--- config.mk ---
export PLATFORM = sky130hd
export DESIGN_NAME = contador_sequencial
export DESIGN_NICKNAME = d
export VERILOG_FILES = /design/src/rtl/contador_sequencial.sv
export SDC_FILE = /design/constraint.sdc
export NUM_CORES = 1
export LEC_CHECK = 0
export ABC_CLOCK_PERIOD_IN_PS = 1400
export CORE_AREA = 2 2 39 41
export CTS_CLUSTER_SIZE = 24
export DETAILED_ROUTE_END_ITERATION = 7
export DIE_AREA = 0 0 41 43
export GPL_ROUTABILITY_DRIVEN = 0
export MAX_ROUTING_LAYER = met4
export PLACE_DENSITY_LB_ADDON = 0.2
export SYNTH_ARGS = -nofsm -noshare
export SYNTH_HDL_FRONTEND = slang
export SYNTH_SLANG_ARGS = --single-unit
--- constraint.sdc ---
create_clock -name clk -period 1.4 [get_ports clk]
set_input_delay 0.21 -clock clk [delete_from_list [all_inputs] [get_ports clk]]
set_output_delay 0.21 -clock clk [all_outputs]
set_load 0.1 [all_outputs]
--- src/rtl/contador_sequencial.sv ---
// contador_sequencial: free-running table-driven counter.
// Advances one table entry per rising clock edge and presents the current
// entry on a registered output. The default table is a plain 0..15 up-count.
// Reset assertion is asynchronous; its release passes through a 2-flop
// synchroniser so the first step happens on the 2nd rising edge after release.

module contador_sequencial #(
    parameter int                         WIDTH   = 4,
    parameter int                         SEQ_LEN = 16,
    parameter logic [SEQ_LEN*WIDTH-1:0]   SEQ     = 64'hFEDC_BA98_7654_3210
) (
    input  logic             clk,
    input  logic             reset,
    output logic [WIDTH-1:0] count
);

    // Index register is clog2(SEQ_LEN) wide, never narrower than one bit.
    localparam int               IDX_W = (SEQ_LEN > 1) ? $clog2(SEQ_LEN) : 1;
    localparam logic [WIDTH-1:0] SEQ_FIRST = SEQ[WIDTH-1:0];

    // Reject table shapes the index logic cannot represent.
    if (SEQ_LEN < 1 || SEQ_LEN > 16 || WIDTH < 1) begin : g_badParams
        $fatal(1, "contador_sequencial: SEQ_LEN must be 1..16 and WIDTH >= 1");
    end

    logic [1:0]       r_relSync;
    logic [IDX_W-1:0] r_index;
    logic [WIDTH-1:0] r_count;

    logic             w_advance;
    logic             w_indexBad;
    logic [IDX_W-1:0] w_nextIndex;
    logic [WIDTH-1:0] w_nextCount;

    // Release synchroniser: cleared immediately by reset, fills with ones after release.
    always_ff @(posedge clk or negedge reset) begin
        if (!reset) begin
            r_relSync <= 2'b00;
        end else begin
            r_relSync <= {r_relSync[0], 1'b1};
        end
    end

    // Stage 0 lets the first step land on the 2nd edge; stage 1 is the settled copy that holds the enable.
    assign w_advance = r_relSync[0] | r_relSync[1];

    // Next index wraps at the last entry; out-of-range indices fall back to entry 0.
    always_comb begin
        w_nextIndex = '0;
        w_indexBad  = (int'(r_index) >= SEQ_LEN);
        if (!w_indexBad && (int'(r_index) < SEQ_LEN - 1)) begin
            w_nextIndex = r_index + 1'b1;
        end
    end

    // Look up the table entry for the index we are about to move to.
    always_comb begin
        w_nextCount = SEQ_FIRST;
        if (int'(w_nextIndex) < SEQ_LEN) begin
            w_nextCount = SEQ[int'(w_nextIndex)*WIDTH +: WIDTH];
        end
    end

    // Index and output move together so the output is always the entry of the current index.
    always_ff @(posedge clk or negedge reset) begin
        if (!reset) begin
            r_index <= '0;
            r_count <= SEQ_FIRST;
        end else if (w_advance || w_indexBad) begin
            r_index <= w_nextIndex;
            r_count <= w_nextCount;
        end
    end

    assign count = r_count;

endmodule

**After elaboration in Yosys (flattened, before gate mapping)**

Cells that the tools add are included.

- Add/subtract/negate cells: 1
- Bitwise operators: 1
- Shifts and indexed selects: 1
- Multiplexer cells: 1
- $lt $le $gt $ge: 1

Operators with widths:

| operator | count |
|---|---|
| variable part select 64 x 7 -> 4 bit, first input constant | 1 |
| adder 4 x 1 -> 4 bit, second input constant | 1 |
| < comparator 4 bit, second input constant | 1 |
| 2-to-1 mux 4 bit | 1 |
| bitwise OR 1 bit | 1 |

- Output and inout port bits: 4
- Register bits: 10
- Word-level logic and storage cells: 8

**Longest topological paths before layout**

Gate-level depths: netlist (run 1).

- Depth in word-level cells: 3
- Mapped depth: 4
- Mapped depth without buffers: 4

**Worst setup path after synthesis (run 1)**

OpenSTA, ideal clock, no wires.

- Path kind: register -> register
- Start: register r_index[0]
- End: register r_index[3]
- Cell stages (with the launch flop): 5
- Slack: -0.323 ns
- Arrival: 1.561 ns
- Clock period less this slack: 1.723 ns
- Data required time: 1.238 ns
- Setup time: 0.162 ns
- Cell sequence: dfrtp_1 ha_1 a21oi_1 o21ai_0 o31ai_1

- Word-level cells in the longest chain between the ends: 2
- Elaborated cells between the ends (all ways): 3

Ends and longest elaborated chain:

| item | RTL line | source |
|---|---|---|
| from (decl) | 27 | `logic [IDX_W-1:0] r_index;` |
| from (signal assigned) | 70 | `r_index <= w_nextIndex;` |
| adder 4 x 1 -> 4 bit / < comparator 4 bit (equally long branches) | 52, 51 |  |
| 2-to-1 mux 4 bit (*) | 51 | `if (!w_indexBad && (int'(r_index) < SEQ_LEN - 1)) begin` |

Every way passes the cells marked *; elsewhere a longest branch is shown, timed or not.
A chain may end at the register's enable or synchronous reset.

**Final worst setup path (run 1)**

- Start: register r_index[0]
- End: register r_index[0]

The elaborated chain is that of the path after synthesis.

==> results of run 1 <==
metal layers:
layer / vias up / track usage [%] / wire [µm]
li1: 87 / - / -
met1: 93 / 8.55 / 168
met2: 7 / 10.3 / 224
met3: 2 / 6.28 / 35
met4: 0 / 6.00 / 9
met5: - / - / 0
worst paths after layout:
| check | end | depth (start not counted) | startpoint |
|---|---|---|---|
| min | r_index[0] | 1 | reset |
| min in group clk | r_relSync[1] | 0 | r_relSync[0] |
| max reg2reg | r_index[0] | 3 | r_index[0] |
| min reg2reg | r_relSync[1] | 0 | r_relSync[0] |
| max in group asynchronous | r_index[2] | 1 | reset |
| max | r_index[0] | 3 | r_index[0] |
flip-flops by register name, summed over array words and instances (netlist names):
register / cells
r_relSync: 2
r_index: 4
metrics by stage:
stage | utilization, % | std cells | hold WS, ns
detailed placement | 25.9 | 40 | 0.436
finish | 27.8 | 44 | 0.191
CTS | 27.8 | 44 | 0.200
floorplan | - | 19 | -0.0856
global route | 27.8 | 44 | 0.213
global placement | 25.9 | 40 | 0.436
worst max-delay path: cells and delay by family (launching register included):
kind | cells | cell delay (ns)
adders and majority gates | 1 | 0.24
DFF | 1 | 0.46
AOI/OAI and AO/OA | 2 | 0.40
cells in the final DEF (no fill, tap or decap):
master           instances
a21o_1                   1
a21oi_1                  1
a311oi_1                 1
buf_12                   4
clkbuf_1                 1
clkbuf_4                 3
clkdlybuf4s50_1          1
conb_1                   1
dfrtp_1                  2
dfrtp_2                  4
ha_1                     1
mux2_4                   1
nand2_1                  1
nor2_2                   1
o21ai_0                  2
o21ai_1                  1
o31ai_1                  1
xnor2_1                  1
cell usage after synthesis:
| library cell | count | area share (%) |
|---|---|---|
| o31ai_1 | 1 | 3.1 |
| xnor2_1 | 1 | 3.6 |
| dfrtp_1 | 6 | 62 |
| nor2_2 | 1 | 2.6 |
| a21o_1 | 1 | 3.1 |
| o21ai_0 | 2 | 4.1 |
| o21ai_1 | 1 | 2.0 |
| nand2_1 | 1 | 1.5 |
| conb_1 | 1 | 1.5 |
| a311oi_1 | 1 | 3.6 |
| mux2_4 | 1 | 6.2 |
| a21oi_1 | 1 | 2.0 |
| ha_1 | 1 | 5.1 |
final cells by class:
cell class                      instances  area, µm²  share of cell area [%]
Clock buffer                            4       26.3                    6.82
Multi-Input combinational cell         13       93.8                    24.4
Sequential cell                         6        155                    40.3
Tap cell                               16       20.0                    5.19
Timing Repair Buffer                    5       90.1                    23.4
cells by family after synthesis:
kind of cell    count (synthesis)  synth area share [%]
xor+xnor                        1                  3.59
compound gates                  7                  17.9
flops                           6                  61.5
fa+ha+maj                       1                  5.13
mux                             1                  6.15
simple gates                    2                  4.10
other cells                     1                  1.54
==> results.py, run 1 <==
metrics = {
    "sta": {
        "rsz0062_at_grt": "no",
        "setup_viol": 0,
        "maxSlewViolCount": 0,
        "setup_tns_ns": 0,
        "setup_ws_ns": 0.237,
        "finClkSkew_ns": 0.0121,
        "max_freq_mhz": 860,
        "period_needed_ns": 1.16,
        "hold_viol": 0,
        "fin_crit_sh_pct": 83.1,
    },
    "detailed_routing": {
        "drt_wl_total_um": 438,
        "detail-route-antenna-nets": 0,
        "via_count": 189,
        "drtIter0Drc": 6,
        "vias_per_cell": 4.30,
        "drc": 0,
        "wl_per_cell_um": 9.95,
        "firstDrtPassIters": 2,
    },
    "finish": {
        "fin_nets": 32,
        "diodes": 0,
        "areaGrowthSynthToFinish_pct": 57.9,
        "nFillCells": 145,
        "drive_gt1_share_pct": 46.4,
        "fin_area_um2": 385,
    },
    "synthesis": {
        "syn_avg_cell_area_um2": 12.8,
        "ys_types": 13,
        "synth_nets": 22,
        "yosys_warnings": 0,
        "netlist_instances": 19,
        "synth_seq_cells": 6,
        "synth.cell_area_um2": 244,
        "yosysSeqAreaShare_pct": 61.5,
    },
    "worst_setup_path": {
        "slowest_stage": "dfrtp_2",
        "crit_type": "flop to flop",
        "timing.critical_path.to_type": "flop",
        "crit_fanout": 6,
        "cp_cell_sequence": "ha_1 > a311oi_1 > a21o_1",
        "critPathLaunchType": "flop",
        "worstPathRequired_ns": 1.59,
        "r2r_slack_ns": 0.24,
        "worstPathArrival_ns": 1.36,
        "crit_path_max_incr_delay_ns": 0.46,
    },
    "clocking": {
        "postCtsHoldBufs": 0,
        "cts_setup_buffers": 0,
        "cts_sinks": 6,
        "cts_tree": "done",
        "worstSkewPairLatency_ns": 0.25,
        "ctsResizeCount": 0,
        "clk_path_buf_depth": 2,
        "htree_levels": 1,
        "cts_root_buf": "clkbuf_4",
        "clkTransAtPathRegs_ns": 0.05,
        "cts_buffers": 3,
    },
    "grt": {
        "grt_max_degree": 7,
        "groute.usage.overall_pct": 8.29,
        "antenna_found_initial": 0,
        "grt_overflow_total": 0,
        "grt_pass1_wl_um": 862,
        "grt_pass1_vias": 196,
    },
    "placement": {
        "port_buffers": 5,
        "place_area_um2": 359,
        "post-place-ws_ns": 0.255,
    },
    "floorplan": {
        "row_count": 14,
        "fp.coreArea_mm2": 0.00138,
        "fp.dieH_um": 43,
        "die_w_um": 41,
        "die_area_mm2": 0.00176,
        "io_pins": 6,
        "start_util_pct": 17.6,
    },
    "hold_path": {
        "hold_path_class": "input port to asynchronous set/reset pin",
    },
    "flow_run": {
        "drv_cap": 0,
    },
    "run_status": {
        "status": "complete, no violations",
    },
}
Power of run 1 is not shown: default switching activity piles up to over one toggle a cycle in this logic, so the estimate is an artifact.
==> run 2: changes to the inputs <==
ABC_CLOCK_PERIOD_IN_PS = 1000   (was 1400)
clock period = 1 ns   (was 1.4 ns; I/O delays follow)
==> run 2 against run 1 <==
The flow now finishes with violations (setup timing). Core utilization rose by 5.9 points. Cell area grew 21%. Worst hold slack worse by 0.042 ns. Via count grew 5.3%. Final cell count is 14% higher. Sequential share of layout area decreased by 5.9 points. Critical path type is now flop to output port. Highest routed layer is now met3.
==> results.py, run 2 (synthesized netlist as in run 1, its figures left out) <==
metrics = {
    "run_status": {
        "status": "finished with violations",
        "violations": "setup timing",
    },
    "finish": {
        "layout_common_cells": "4 x buf_12, 3 x clkbuf_4, 3 x buf_4, 3 x buf_6",
        "largest_reg_flops": 4,
        "reg_top3": "r_index: 4 flops, r_relSync: 2 flops",
        "diodes": 0,
        "drive_gt1_share_pct": 64.7,
        "areaGrowthSynthToFinish_pct": 91.3,
        "fin_nets": 38,
        "mostFrequentLayoutCell": "buf_12",
        "regMostFlops": "r_index",
    },
    "sta": {
        "max_freq_mhz": 853,
        "hold_viol": 0,
        "period_needed_ns": 1.17,
        "setup_viol": 7,
        "rsz0062_at_grt": "yes",
        "maxSlewViolCount": 0,
        "finClkSkew_ns": 0.0121,
        "setup_ws_ns": -0.173,
        "fin_crit_sh_pct": 117,
    },
    "grt": {
        "grt_pass1_wl_um": 834,
        "grt_max_degree": 7,
        "grt_pass1_vias": 208,
        "grtUsageMet1_pct": 9.30,
        "grt_overflow_total": 0,
        "groute.usage.overall_pct": 8.11,
        "top_usage_layer": "met2",
        "use_met3_pct": 6.28,
        "met2_usage_pct": 10.0,
        "antenna_found_initial": 0,
    },
    "clocking": {
        "cts_root_buf": "clkbuf_4",
        "clk_path_buf_depth": 2,
        "cts_sinks": 6,
        "postCtsHoldBufs": 0,
        "cts_buffers": 3,
        "clkTransAtPathRegs_ns": 0.05,
        "htree_levels": 1,
        "worstSkewPairLatency_ns": 0.24,
        "cts_tree": "done",
    },
    "floorplan": {
        "row_count": 14,
        "io_pins": 6,
        "die_w_um": 41,
        "fp.dieH_um": 43,
        "die_area_mm2": 0.00176,
        "start_util_pct": 17.6,
        "fp.coreArea_mm2": 0.00138,
    },
    "detailed_routing": {
        "drc": 0,
        "firstDrtPassIters": 2,
        "wl_per_cell_um": 9.00,
        "drtIter0Drc": 1,
        "vias_per_cell": 3.98,
        "detail-route-antenna-nets": 0,
        "via_count": 199,
        "drt_wl_total_um": 450,
    },
    "worst_setup_path": {
        "crit_fanout": 3,
        "timing.critical_path.to_type": "output port",
        "crit_type": "flop to output port",
        "worstPathArrival_ns": 1.02,
        "critPathLaunchType": "flop",
        "worstPathRequired_ns": 0.85,
    },
    "placement": {
        "post-place-ws_ns": -0.0874,
        "port_buffers": 5,
    },
    "hold_path": {
        "hold_path_class": "input port to asynchronous set/reset pin",
    },
    "flow_run": {
        "drv_cap": 0,
    },
}
==> run 2: cell types whose count changed in the layout (fill, tap and decap cells not counted), moves of 2 or more <==
cell / previous run / this run
buf_4: 0 / 3
o21ai_0: 2 / 0
dfrtp_4: 0 / 2
buf_6: 0 / 3
dfrtp_2: 4 / 2
==> run 2: routing by layer <==
layer	vias to the layer above	wire, µm
met5	-	0
met4	0	0
met3	0	29
met2	7	221
met1	94	200
li1	98	-
==> run 2: path summary, 6_finish.rpt <==
kind / from / end / slack (ns) / cells past startpoint
worst max register to register: r_index[1] / r_index[1] / -0.10 / 2
worst max-delay path: r_index[0] / count[0] / -0.17 / 2
min in group clk: r_relSync[0] / r_relSync[1] / 0.51 / 1
worst min register to register: r_relSync[0] / r_relSync[1] / 0.51 / 1
worst min-delay path: reset / r_index[0] / 0.15 / 1
max in group asynchronous: reset / r_index[2] / 0.59 / 1
==> run 2: worst max-delay path, cell delays in order, from the launching register on <==
cell	delay [ns]
dfrtp_4	0.49
buf_6	0.13
buf_12	0.15
==> run 2: metrics by stage <==
step / instance area [µm²] / TNS [ns] / util [%] / hold WS [ns] / std cells
4_1_cts: 467 / -0.670 / 33.7 / 0.149 / 50
3_5_place_dp: 407 / -0.172 / 29.4 / 0.418 / 44
5_1_grt: 467 / -0.923 / 33.7 / 0.163 / 50
2_1_floorplan: 267 / -0.855 / - / -0.146 / 19
3_3_place_gp: 407 / -0.144 / 29.4 / 0.411 / 44
6_report: 467 / -0.595 / 33.7 / 0.149 / 50
==> run 2: final cells by class <==
type	instances	area (µm²)
fillers	136	917
flip-flops and latches	6	160
repair buffers	11	146
multi-input cells	13	114
clock buffers	4	26.3
well taps	16	20.0
==> run 2: repair_timing <==
action,in CTS,in global routing
setup endpoints to repair,8,7
buffers inserted,2,0
resized for setup,7,0
Power of run 2 is left out for the same reason.
==> run 3: changes to the inputs <==
ABC_CLOCK_PERIOD_IN_PS = 1400   (was 1000)
CTS_BUF_LIST = sky130_fd_sc_hd__clkbuf_4   (was not set)
clock period = 1.4 ns   (was 1 ns; I/O delays follow)
==> run 3 against run 2 <==
Clock skew barely moved. Cell area fell by 17%. Critical path depth rose by 1. Clock-buffer cell count did not move. Worst hold slack improved by 0.052 ns. Worst setup slack improved by 0.42 ns. Core utilization fell by 5.6 points. Global-route usage fell by 0.13 points. The flow now finishes without violations. First-iteration DRC count did not move.
==> results.py, run 3 (synthesized netlist as in run 1, its figures left out) <==
metrics = {
    "finish": {
        "areaGrowthSynthToFinish_pct": 59.5,
        "largest_reg_flops": 4,
        "regArea_um2": 155,
        "diodes": 0,
        "multiInputGateArea_um2": 93.8,
        "layout_common_cells": "4 x clkbuf_4, 4 x buf_12, 4 x dfrtp_2, 2 x o21ai_0, 2 x dfrtp_1",
        "fin_nets": 32,
        "reg_top3": "r_index: 4 flops, r_relSync: 2 flops",
        "drive_gt1_share_pct": 50.0,
        "nFillCells": 144,
        "regMostFlops": "r_index",
    },
    "clocking": {
        "postCtsHoldBufs": 0,
        "cts_tree": "done",
        "cts_buffers": 3,
        "clk_path_buf_depth": 2,
        "ctsResizeCount": 0,
        "htree_levels": 1,
        "cts_setup_buffers": 0,
        "clkTransAtPathRegs_ns": 0.05,
        "worstSkewPairLatency_ns": 0.25,
        "cts_root_buf": "clkbuf_4",
        "cts_sinks": 6,
    },
    "worst_setup_path": {
        "crit_path_max_incr_delay_ns": 0.45,
        "worstPathArrival_ns": 1.34,
        "crit_fanout": 6,
        "cp_cell_sequence": "ha_1 > a311oi_1 > a21o_1",
        "slowest_stage": "dfrtp_2",
        "worstPathRequired_ns": 1.59,
        "critPathLaunchType": "flop",
        "crit_type": "flop to flop",
        "timing.critical_path.to_type": "flop",
    },
    "grt": {
        "grt_pass1_wl_um": 848,
        "grt_pass1_vias": 197,
        "antenna_found_initial": 0,
        "groute.usage.overall_pct": 7.98,
        "grt_overflow_total": 0,
        "grt_max_degree": 7,
    },
    "floorplan": {
        "io_pins": 6,
        "fp.dieH_um": 43,
        "fp.coreArea_mm2": 0.00138,
        "die_area_mm2": 0.00176,
        "start_util_pct": 17.6,
        "die_w_um": 41,
        "row_count": 14,
    },
    "sta": {
        "setup_tns_ns": 0,
        "finClkSkew_ns": 0.0118,
        "setup_viol": 0,
        "maxSlewViolCount": 0,
        "period_needed_ns": 1.15,
        "max_freq_mhz": 871,
        "hold_viol": 0,
        "rsz0062_at_grt": "no",
        "fin_crit_sh_pct": 82.1,
    },
    "detailed_routing": {
        "drtIter0Drc": 1,
        "firstDrtPassIters": 2,
        "drt_wl_total_um": 431,
        "detail-route-antenna-nets": 0,
        "wl_per_cell_um": 9.80,
        "via_count": 184,
        "vias_per_cell": 4.18,
        "drc": 0,
    },
    "hold_path": {
        "hold_path_class": "input port to asynchronous set/reset pin",
    },
    "run_status": {
        "status": "complete, no violations",
    },
    "flow_run": {
        "drv_cap": 0,
    },
    "placement": {
        "port_buffers": 5,
    },
}
[run 3: cell type report]
type / instances / share of cell area [%]
flip-flops and latches: 6 / 39.9
multi-input cells: 13 / 24.1
repair buffers: 5 / 23.2
clock buffers: 4 / 7.72
well taps: 16 / 5.14
[run 3: worst max-delay path, delay by kind of cell, from the launching register on]
| kind | cells | cell delay (ns) |
|---|---|---|
| adder cells (fa/ha/maj) | 1 | 0.24 |
| flip-flops | 1 | 0.45 |
| AO/OA/AOI/OAI | 2 | 0.39 |
[run 3: metrics by stage]
step	std cells	area [µm²]	hold WS [ns]	utilization, %	setup slack (ns)
final	44	389	0.200	28.1	0.251
after global routing	44	389	0.216	28.1	0.142
after CTS	44	389	0.204	28.1	0.239
after detailed placement	40	359	0.436	25.9	0.255
after global placement	40	359	0.436	25.9	0.286
after floorplan	19	249	-0.0856	-	0.00924
[run 3: layer usage]
layer	up-vias	global-route usage, %	part of all wire (%)
met5	-	-	0
met3	0	6.28	7.7
met1	92	8.55	40
met4	0	4.00	0
met2	6	10.3	52
li1	86	-	-
[run 3: worst paths after layout]
path | slack (ns) | depth (start not counted) | from | end
worst max-delay path | 0.25 | 3 | r_index[0] | r_index[0]
worst min-delay path | 0.20 | 1 | reset | r_index[0]
worst max register to register | 0.25 | 3 | r_index[0] | r_index[0]
worst min register to register | 0.45 | 0 | r_relSync[0] | r_relSync[1]
max in group asynchronous | 0.95 | 1 | reset | r_index[2]
min in group clk | 0.45 | 0 | r_relSync[0] | r_relSync[1]
Power of run 3 is left out for the same reason.
